[config.mk]
export PLATFORM = sky130hd
export DESIGN_NAME = ps2_keys
export DESIGN_NICKNAME = d
export VERILOG_FILES = /design/src/rtl/ps2_keys_pkg.sv /design/src/rtl/ps2_rx.sv /design/src/rtl/ps2_keys.sv
export SDC_FILE = /design/constraint.sdc
export NUM_CORES = 1
export LEC_CHECK = 0
export CAP_MARGIN = 25
export CORE_MARGIN = 1
export CORE_UTILIZATION = 46
export CTS_CLUSTER_DIAMETER = 200
export DETAILED_ROUTE_END_ITERATION = 8
export GPL_TIMING_DRIVEN = 0
export PLACE_DENSITY = 0.74
export SLEW_MARGIN = 10
export SYNTH_ARGS = -nofsm -noshare
export SYNTH_HDL_FRONTEND = slang
export SYNTH_SLANG_ARGS = --single-unit
[constraint.sdc]
create_clock -name clock -period 3.05 [get_ports clock]
set_clock_uncertainty 0.15 [all_clocks]
set_input_delay 0.7625 -clock clock [delete_from_list [all_inputs] [get_ports clock]]
set_output_delay 0.7625 -clock clock [all_outputs]
set_load 0.1 [all_outputs]
[src/rtl/ps2_keys_pkg.sv]
// rtl/ps2_keys_pkg.sv - shared constants for the PS/2 key receiver and decoder
package ps2_keys_pkg;

    localparam logic [1:0] ST_IDLE   = 2'd0;
    localparam logic [1:0] ST_DATA   = 2'd1;
    localparam logic [1:0] ST_PARITY = 2'd2;
    localparam logic [1:0] ST_STOP   = 2'd3;

    localparam logic [7:0] BREAK_CODE = 8'hF0;
    localparam logic [7:0] EXT_CODE   = 8'hE0;

    localparam logic [7:0] DEF_KEY0_CODE = 8'h1C;
    localparam logic [7:0] DEF_KEY1_CODE = 8'h1B;
    localparam logic [7:0] DEF_KEY2_CODE = 8'h23;
    localparam logic [7:0] DEF_KEY3_CODE = 8'h2B;

    // Odd parity: data bits plus parity bit must hold an odd number of ones.
    function automatic logic odd_parity_ok(input logic [7:0] data, input logic par);
        return ^{data, par};
    endfunction

endpackage

[src/rtl/ps2_rx.sv]
// rtl/ps2_rx.sv - PS/2 frame receiver: synchronizer, bit FSM and inter-edge timeout
module ps2_rx
    import ps2_keys_pkg::*;
#(
    parameter int TIMEOUT_CYCLES = 50000
) (
    input  logic       clock,
    input  logic       reset,
    input  logic       ps2_clk,
    input  logic       ps2_dat,
    output logic [7:0] code,
    output logic       code_valid,
    output logic       frame_error,
    output logic       accept,
    output logic [7:0] accept_byte
);

    localparam int TW = $clog2(TIMEOUT_CYCLES + 1);
    localparam logic [TW-1:0] T_LAST = TW'(TIMEOUT_CYCLES - 1);
    localparam logic [TW-1:0] T_SAT  = TW'(TIMEOUT_CYCLES);

    logic          r_clk_meta, r_clk_sync, r_clk_prev;
    logic          r_dat_meta, r_dat_sync;
    logic [1:0]    r_state;
    logic [7:0]    r_shift;
    logic [2:0]    r_bit_cnt;
    logic          r_parity;
    logic [TW-1:0] r_tcnt;
    logic [7:0]    r_code;
    logic          r_code_valid;
    logic          r_frame_error;

    logic w_fall;
    logic w_timeout;
    logic w_accept;

    // Idle level is high, so resetting to 1 keeps reset release edge-free.
    always_ff @(posedge clock or posedge reset) begin
        if (reset) begin
            r_clk_meta <= 1'b1;
            r_clk_sync <= 1'b1;
            r_clk_prev <= 1'b1;
            r_dat_meta <= 1'b1;
            r_dat_sync <= 1'b1;
        end else begin
            r_clk_meta <= ps2_clk;
            r_clk_sync <= r_clk_meta;
            r_clk_prev <= r_clk_sync;
            r_dat_meta <= ps2_dat;
            r_dat_sync <= r_dat_meta;
        end
    end

    assign w_fall    = r_clk_prev & ~r_clk_sync;
    assign w_accept  = w_fall && (r_state == ST_STOP) && r_dat_sync
                       && odd_parity_ok(r_shift, r_parity);
    assign w_timeout = !w_fall && (r_state != ST_IDLE) && (r_tcnt == T_LAST);

    always_ff @(posedge clock or posedge reset) begin
        if (reset) begin
            r_state       <= ST_IDLE;
            r_shift       <= 8'h00;
            r_bit_cnt     <= 3'd0;
            r_parity      <= 1'b0;
            r_tcnt        <= '0;
            r_code        <= 8'h00;
            r_code_valid  <= 1'b0;
            r_frame_error <= 1'b0;
        end else begin
            r_code_valid  <= 1'b0;
            r_frame_error <= 1'b0;
            if (w_fall) begin
                r_tcnt <= '0;
                case (r_state)
                    ST_IDLE: begin
                        if (!r_dat_sync) begin
                            r_state   <= ST_DATA;
                            r_shift   <= 8'h00;
                            r_bit_cnt <= 3'd0;
                        end
                    end
                    ST_DATA: begin
                        r_shift   <= {r_dat_sync, r_shift[7:1]};
                        r_bit_cnt <= r_bit_cnt + 3'd1;
                        if (r_bit_cnt == 3'd7) begin
                            r_state <= ST_PARITY;
                        end
                    end
                    ST_PARITY: begin
                        r_parity <= r_dat_sync;
                        r_state  <= ST_STOP;
                    end
                    ST_STOP: begin
                        if (w_accept) begin
                            r_code       <= r_shift;
                            r_code_valid <= 1'b1;
                        end else begin
                            r_frame_error <= 1'b1;
                        end
                        r_state <= ST_IDLE;
                    end
                endcase
            end else if (w_timeout) begin
                r_frame_error <= 1'b1;
                r_state       <= ST_IDLE;
                r_shift       <= 8'h00;
                r_bit_cnt     <= 3'd0;
                r_tcnt        <= '0;
            end else if (r_state == ST_IDLE) begin
                r_tcnt <= '0;
            end else if (r_tcnt != T_SAT) begin
                r_tcnt <= r_tcnt + TW'(1);
            end
        end
    end

    assign code        = r_code;
    assign code_valid  = r_code_valid;
    assign frame_error = r_frame_error;
    // Pre-register view lets the decoder update keys alongside code_valid.
    assign accept      = w_accept;
    assign accept_byte = r_shift;

endmodule

[src/rtl/ps2_keys.sv]
// rtl/ps2_keys.sv - PS/2 keyboard to 4-key level map with break/extended prefix handling
module ps2_keys
    import ps2_keys_pkg::*;
#(
    parameter int         TIMEOUT_CYCLES = 50000,
    parameter logic [7:0] KEY0_CODE      = DEF_KEY0_CODE,
    parameter logic [7:0] KEY1_CODE      = DEF_KEY1_CODE,
    parameter logic [7:0] KEY2_CODE      = DEF_KEY2_CODE,
    parameter logic [7:0] KEY3_CODE      = DEF_KEY3_CODE
) (
    input  logic       clock,
    input  logic       reset,
    input  logic       ps2_clk,
    input  logic       ps2_dat,
    output logic [3:0] keys,
    output logic [7:0] code,
    output logic       code_valid,
    output logic       frame_error
);

    logic       w_accept;
    logic [7:0] w_byte;
    logic [3:0] w_hit;
    logic       r_break_pend;
    logic       r_ext_pend;
    logic [3:0] r_keys;

    ps2_rx #(
        .TIMEOUT_CYCLES(TIMEOUT_CYCLES)
    ) u_rx (
        .clock      (clock),
        .reset      (reset),
        .ps2_clk    (ps2_clk),
        .ps2_dat    (ps2_dat),
        .code       (code),
        .code_valid (code_valid),
        .frame_error(frame_error),
        .accept     (w_accept),
        .accept_byte(w_byte)
    );

    assign w_hit = {w_byte == KEY3_CODE, w_byte == KEY2_CODE,
                    w_byte == KEY1_CODE, w_byte == KEY0_CODE};

    always_ff @(posedge clock or posedge reset) begin
        if (reset) begin
            r_break_pend <= 1'b0;
            r_ext_pend   <= 1'b0;
            r_keys       <= 4'b0000;
        end else if (w_accept) begin
            if (w_byte == BREAK_CODE) begin
                r_break_pend <= 1'b1;
            end else if (w_byte == EXT_CODE) begin
                r_ext_pend <= 1'b1;
            end else begin
                // Extended-prefixed codes share make codes with the main block; ignore them.
                if (!r_ext_pend) begin
                    r_keys <= (r_keys & ~w_hit) | (w_hit & {4{~r_break_pend}});
                end
                r_break_pend <= 1'b0;
                r_ext_pend   <= 1'b0;
            end
        end
    end

    assign keys = r_keys;

endmodule
==> run summary <==
• initial antenna violation count: 0
• main combinational cell family by area after synthesis: simple AND/OR/NAND/NOR gates
• RSZ-0062 raised after global routing: false
• Leakage Power: 1.249 nW
• Antenna Diode Count: 0
• Stages on worst setup path: 1
• placed insts: 311
• dpl hpwl: 3.063 mm
• routed vias/inst: 5.282
• sequential cell area fraction in the yosys report: 0.5251
• number of vias in the routed layout: 1685
• share of the clock period used by the worst path after layout: 0.8919
• total DRC errors in the routed layout: 0
• capturing point of the worst reg2reg path: u_rx.code[1]$_DFFE_PP0P_
• largest net degree at the start of global routing: 38
• Synth Area in Compound Gates: 0.08094
• Max Cap Viol: 0
• net switching power figure: 0.7559 mW
• mux share of post-synthesis cell area: 0.05430
• combinational fraction of design power: 0.362
• CTS tree: yes
• Finish-stage setup viols: 0
• layout filler cell count: 442
• Design Area, Final: 2811 um2
• ordered list of cells on the worst path: clkdlybuf4s50_1
• FP Rows: 26
• worst slack on hold paths: 205.9 ps
• Detailed Route Iter0 Violations: 101
• xor-xnor portion of the synthesized cell area: 0.08043
• critical path endpoint category: output port
• cell at the slowest stage of the critical path: clkdlybuf4s50_1
• clock transition at the registers of the reported paths: 80 ps
• overall die area: 5605 um2
• total negative slack for setup checks: 0 ps
• Buf/Inv on CP: 1
• R2R depth: 6
• worst setup path endpoint: code[7]
• synth unique cells: 43
• Reg2Reg Setup Slack: 670 ps
• net count of the mapped netlist: 235
• Post-synth top flop: dfrtp_1
• fraction of post-synthesis cell area in the top cell type by area: 0.4713
• final setup margin: 329.6 ps
• basic-gate share of the synthesized area counting and, or, nand and nor cells: 0.1839
• Yosys warning total: 0
• tightest slew margin relative to the limit: 0.3508
• Pint: 1.274 mW
• maximum root-to-sink buffer count: 2
• Max Fclk: 0.3676 GHz
• worst ir drop on vdd: 0.4912 mV
• synth-to-layout area growth: 15.11%
• grt ovf: 0
• Area after DPL: 2720 um2
• post-route core utilization: 0.5505
• via count of the first global-routing pass: 1590
• adder and majority cell fraction of the synthesized area: 0.04098
• initial cell density of the core: 0.4782
• I/O pin total: 18
• shortest period the worst path allows: 2720 ps
• flop and latch count out of synthesis: 51
• Die Wd: 74.87 um
• final hold violation count: 0
• critical path peak fanout: 2
• leading area contributor after synthesis: dfrtp_1
• instance count of the mapped netlist: 223
• setup bufs post-CTS: 0
• timing startpoint of the critical path: u_rx.code[7]$_DFFE_PP0P_
• Layout Nets: 260
• Tot GR Track Use: 0.1770
• count of flip-flops with a built-in enable after synthesis: 0
• count of placed standard cells in the final layout, fillers left out: 319
• post-cts gate resize count: 0
• pre-CTS setup slack: 666.8 ps
• Cell Area, Synth: 2442 um2
• maximum level of the CTS H-tree: 2
• last weighted congestion value of the routability-driven placer: 0.7652
• RR Startpoint: u_rx.accept_byte[1]$_DFFE_PP0P_
• sequential share of power: 0.443
• power per unit of standard cell area: 722.2 nW/um2
• cell with the most instances after synthesis: dfrtp_1
• antenna violation net count after detailed routing: 0
• Sinks on Clock Net: 51
• insertion delay of the later-clocked pin in the worst-skew pair: 310 ps
• power share of the clock group: 0.194
• ratio of cells with drive above 1 in the final layout: 0.1124
• required time of the critical path: 2140 ps
• iteration count of the initial detailed-routing pass: 4
• number of I/O port buffers: 17
• delay of the slowest cell on the worst path: 1140 ps
• buffer type at the clock tree root: clkbuf_8
• y dimension of the die: 74.87 um
• status: finished clean
• total power: 2.030 mW
• net switching fraction of the power: 0.3723
• Arrival @ worst endpoint: 1810 ps
• synthesized area per cell: 10.95 um2
• Post-CTS Hold Buffers: 0
• number of max-slew violations in the final report: 0
• kind of cell adding the most delay to the critical path: buffers and inverters
• slew at the pin closest to its max-slew limit: 970.8 ps
• Post-synth top cells: dfrtp_1 (46), nor2_1 (23), nand3_1 (15)
• wire length after detailed routing: 4.290 mm
• total CTS buffers: 5
• fraction of registers with async set or reset after synthesis: 1.000
• routed wire length per instance: 13.45 um
• class of the tightest hold or removal check: flip-flop to flip-flop
• critical setup path kind: flip-flop to output port
• first-pass GRT wire length: 7.334 mm
• startpoint types: flip-flop
• core region area: 5107 um2
• largest cells by area after synthesis: dfrtp_1 (47%), dfstp_2 (5.4%), ha_1 (4.1%)
power by group through the flow:
stage	Combinational, mW	Clock (mW)	Sequential, mW
after CTS	0.739	0.409	0.898
after global placement	0.712	0	0.908
after floorplan	0.522	0	0.955
after detailed placement	0.735	0	0.912
after global routing	0.805	0.436	0.920
final	0.736	0.395	0.900
per-layer routing:
metal  wire length [um]  up-vias  part of all wire  track usage
met3                174        6             0.041      0.04150
met5                  0        -                 0            0
met4                 82        0             0.019      0.08176
met2               1871       39              0.44       0.2523
li1                   -      823                 -            -
met1               2162      817              0.50       0.2566
layout make-up:
cell class,count,area [um2],share of cell area
multi-input combinational,152,1076,0.3827
clock buffer,7,86.33,0.03071
buffer,7,35.03,0.01246
sequential,51,1282,0.4562
clock inverter,1,5.005,0.001780
tap,70,87.58,0.03115
timing repair buffer,18,190.2,0.06765
inverter,13,48.80,0.01736
worst min path at each step:
stage                              startpoint                         to  slack (ps)  cells after the start
floorplan           u_rx.r_clk_meta$_DFF_PP1_  u_rx.r_clk_sync$_DFF_PP1_         200                      0
global placement    u_rx.r_clk_meta$_DFF_PP1_  u_rx.r_clk_sync$_DFF_PP1_         200                      0
detailed placement  u_rx.r_clk_meta$_DFF_PP1_  u_rx.r_clk_sync$_DFF_PP1_         200                      0
CTS                 u_rx.r_clk_meta$_DFF_PP1_  u_rx.r_clk_sync$_DFF_PP1_         210                      0
global route        u_rx.r_clk_meta$_DFF_PP1_  u_rx.r_clk_sync$_DFF_PP1_         210                      0
finish              u_rx.r_clk_meta$_DFF_PP1_  u_rx.r_clk_sync$_DFF_PP1_         210                      0
placed cells by master (no fill, tap or decap), types with 2 or more instances in the layout:
master,n
a21oi_1,6
a22o_1,7
and3_1,4
and4b_1,2
clkbuf_1,6
clkbuf_8,6
clkdlybuf4s50_1,17
dfrtp_1,46
dfstp_2,5
ha_1,8
inv_1,12
mux2_2,7
mux2i_1,2
nand2_1,14
nand2b_1,2
nand3_1,15
nand3b_1,2
nand4_1,3
nand4b_1,2
nor2_1,23
nor2b_1,3
nor3_1,6
o21ai_0,5
o31ai_1,3
o41ai_1,2
or3_1,3
or3b_2,2
xnor2_1,9
xor2_1,8
logic make-up after synthesis:
kind of cell / after synthesis
XOR/XNOR: 19
multiplexers: 11
buffers and inverters: 20
adder cells (fa/ha/maj): 8
flip-flops: 51
AO/OA/AOI/OAI: 28
AND/OR/NAND/NOR: 86
state kept, by name, indices dropped and copies added, names as in the netlist, named ones only:
register          cells
u_rx.r_tcnt          16
u_rx.r_bit_cnt        3
u_rx.r_clk_sync       1
u_rx.r_clk_meta       1
u_rx.r_dat_meta       1
u_rx.frame_error      1
u_rx.code             8
u_rx.r_clk_prev       1
u_rx.r_parity         1
r_break_pend          1
u_rx.code_valid       1
u_rx.r_state          2
r_ext_pend            1
u_rx.r_dat_sync       1
u_rx.accept_byte      8
Note: power is estimated with default switching activity, not from simulation.
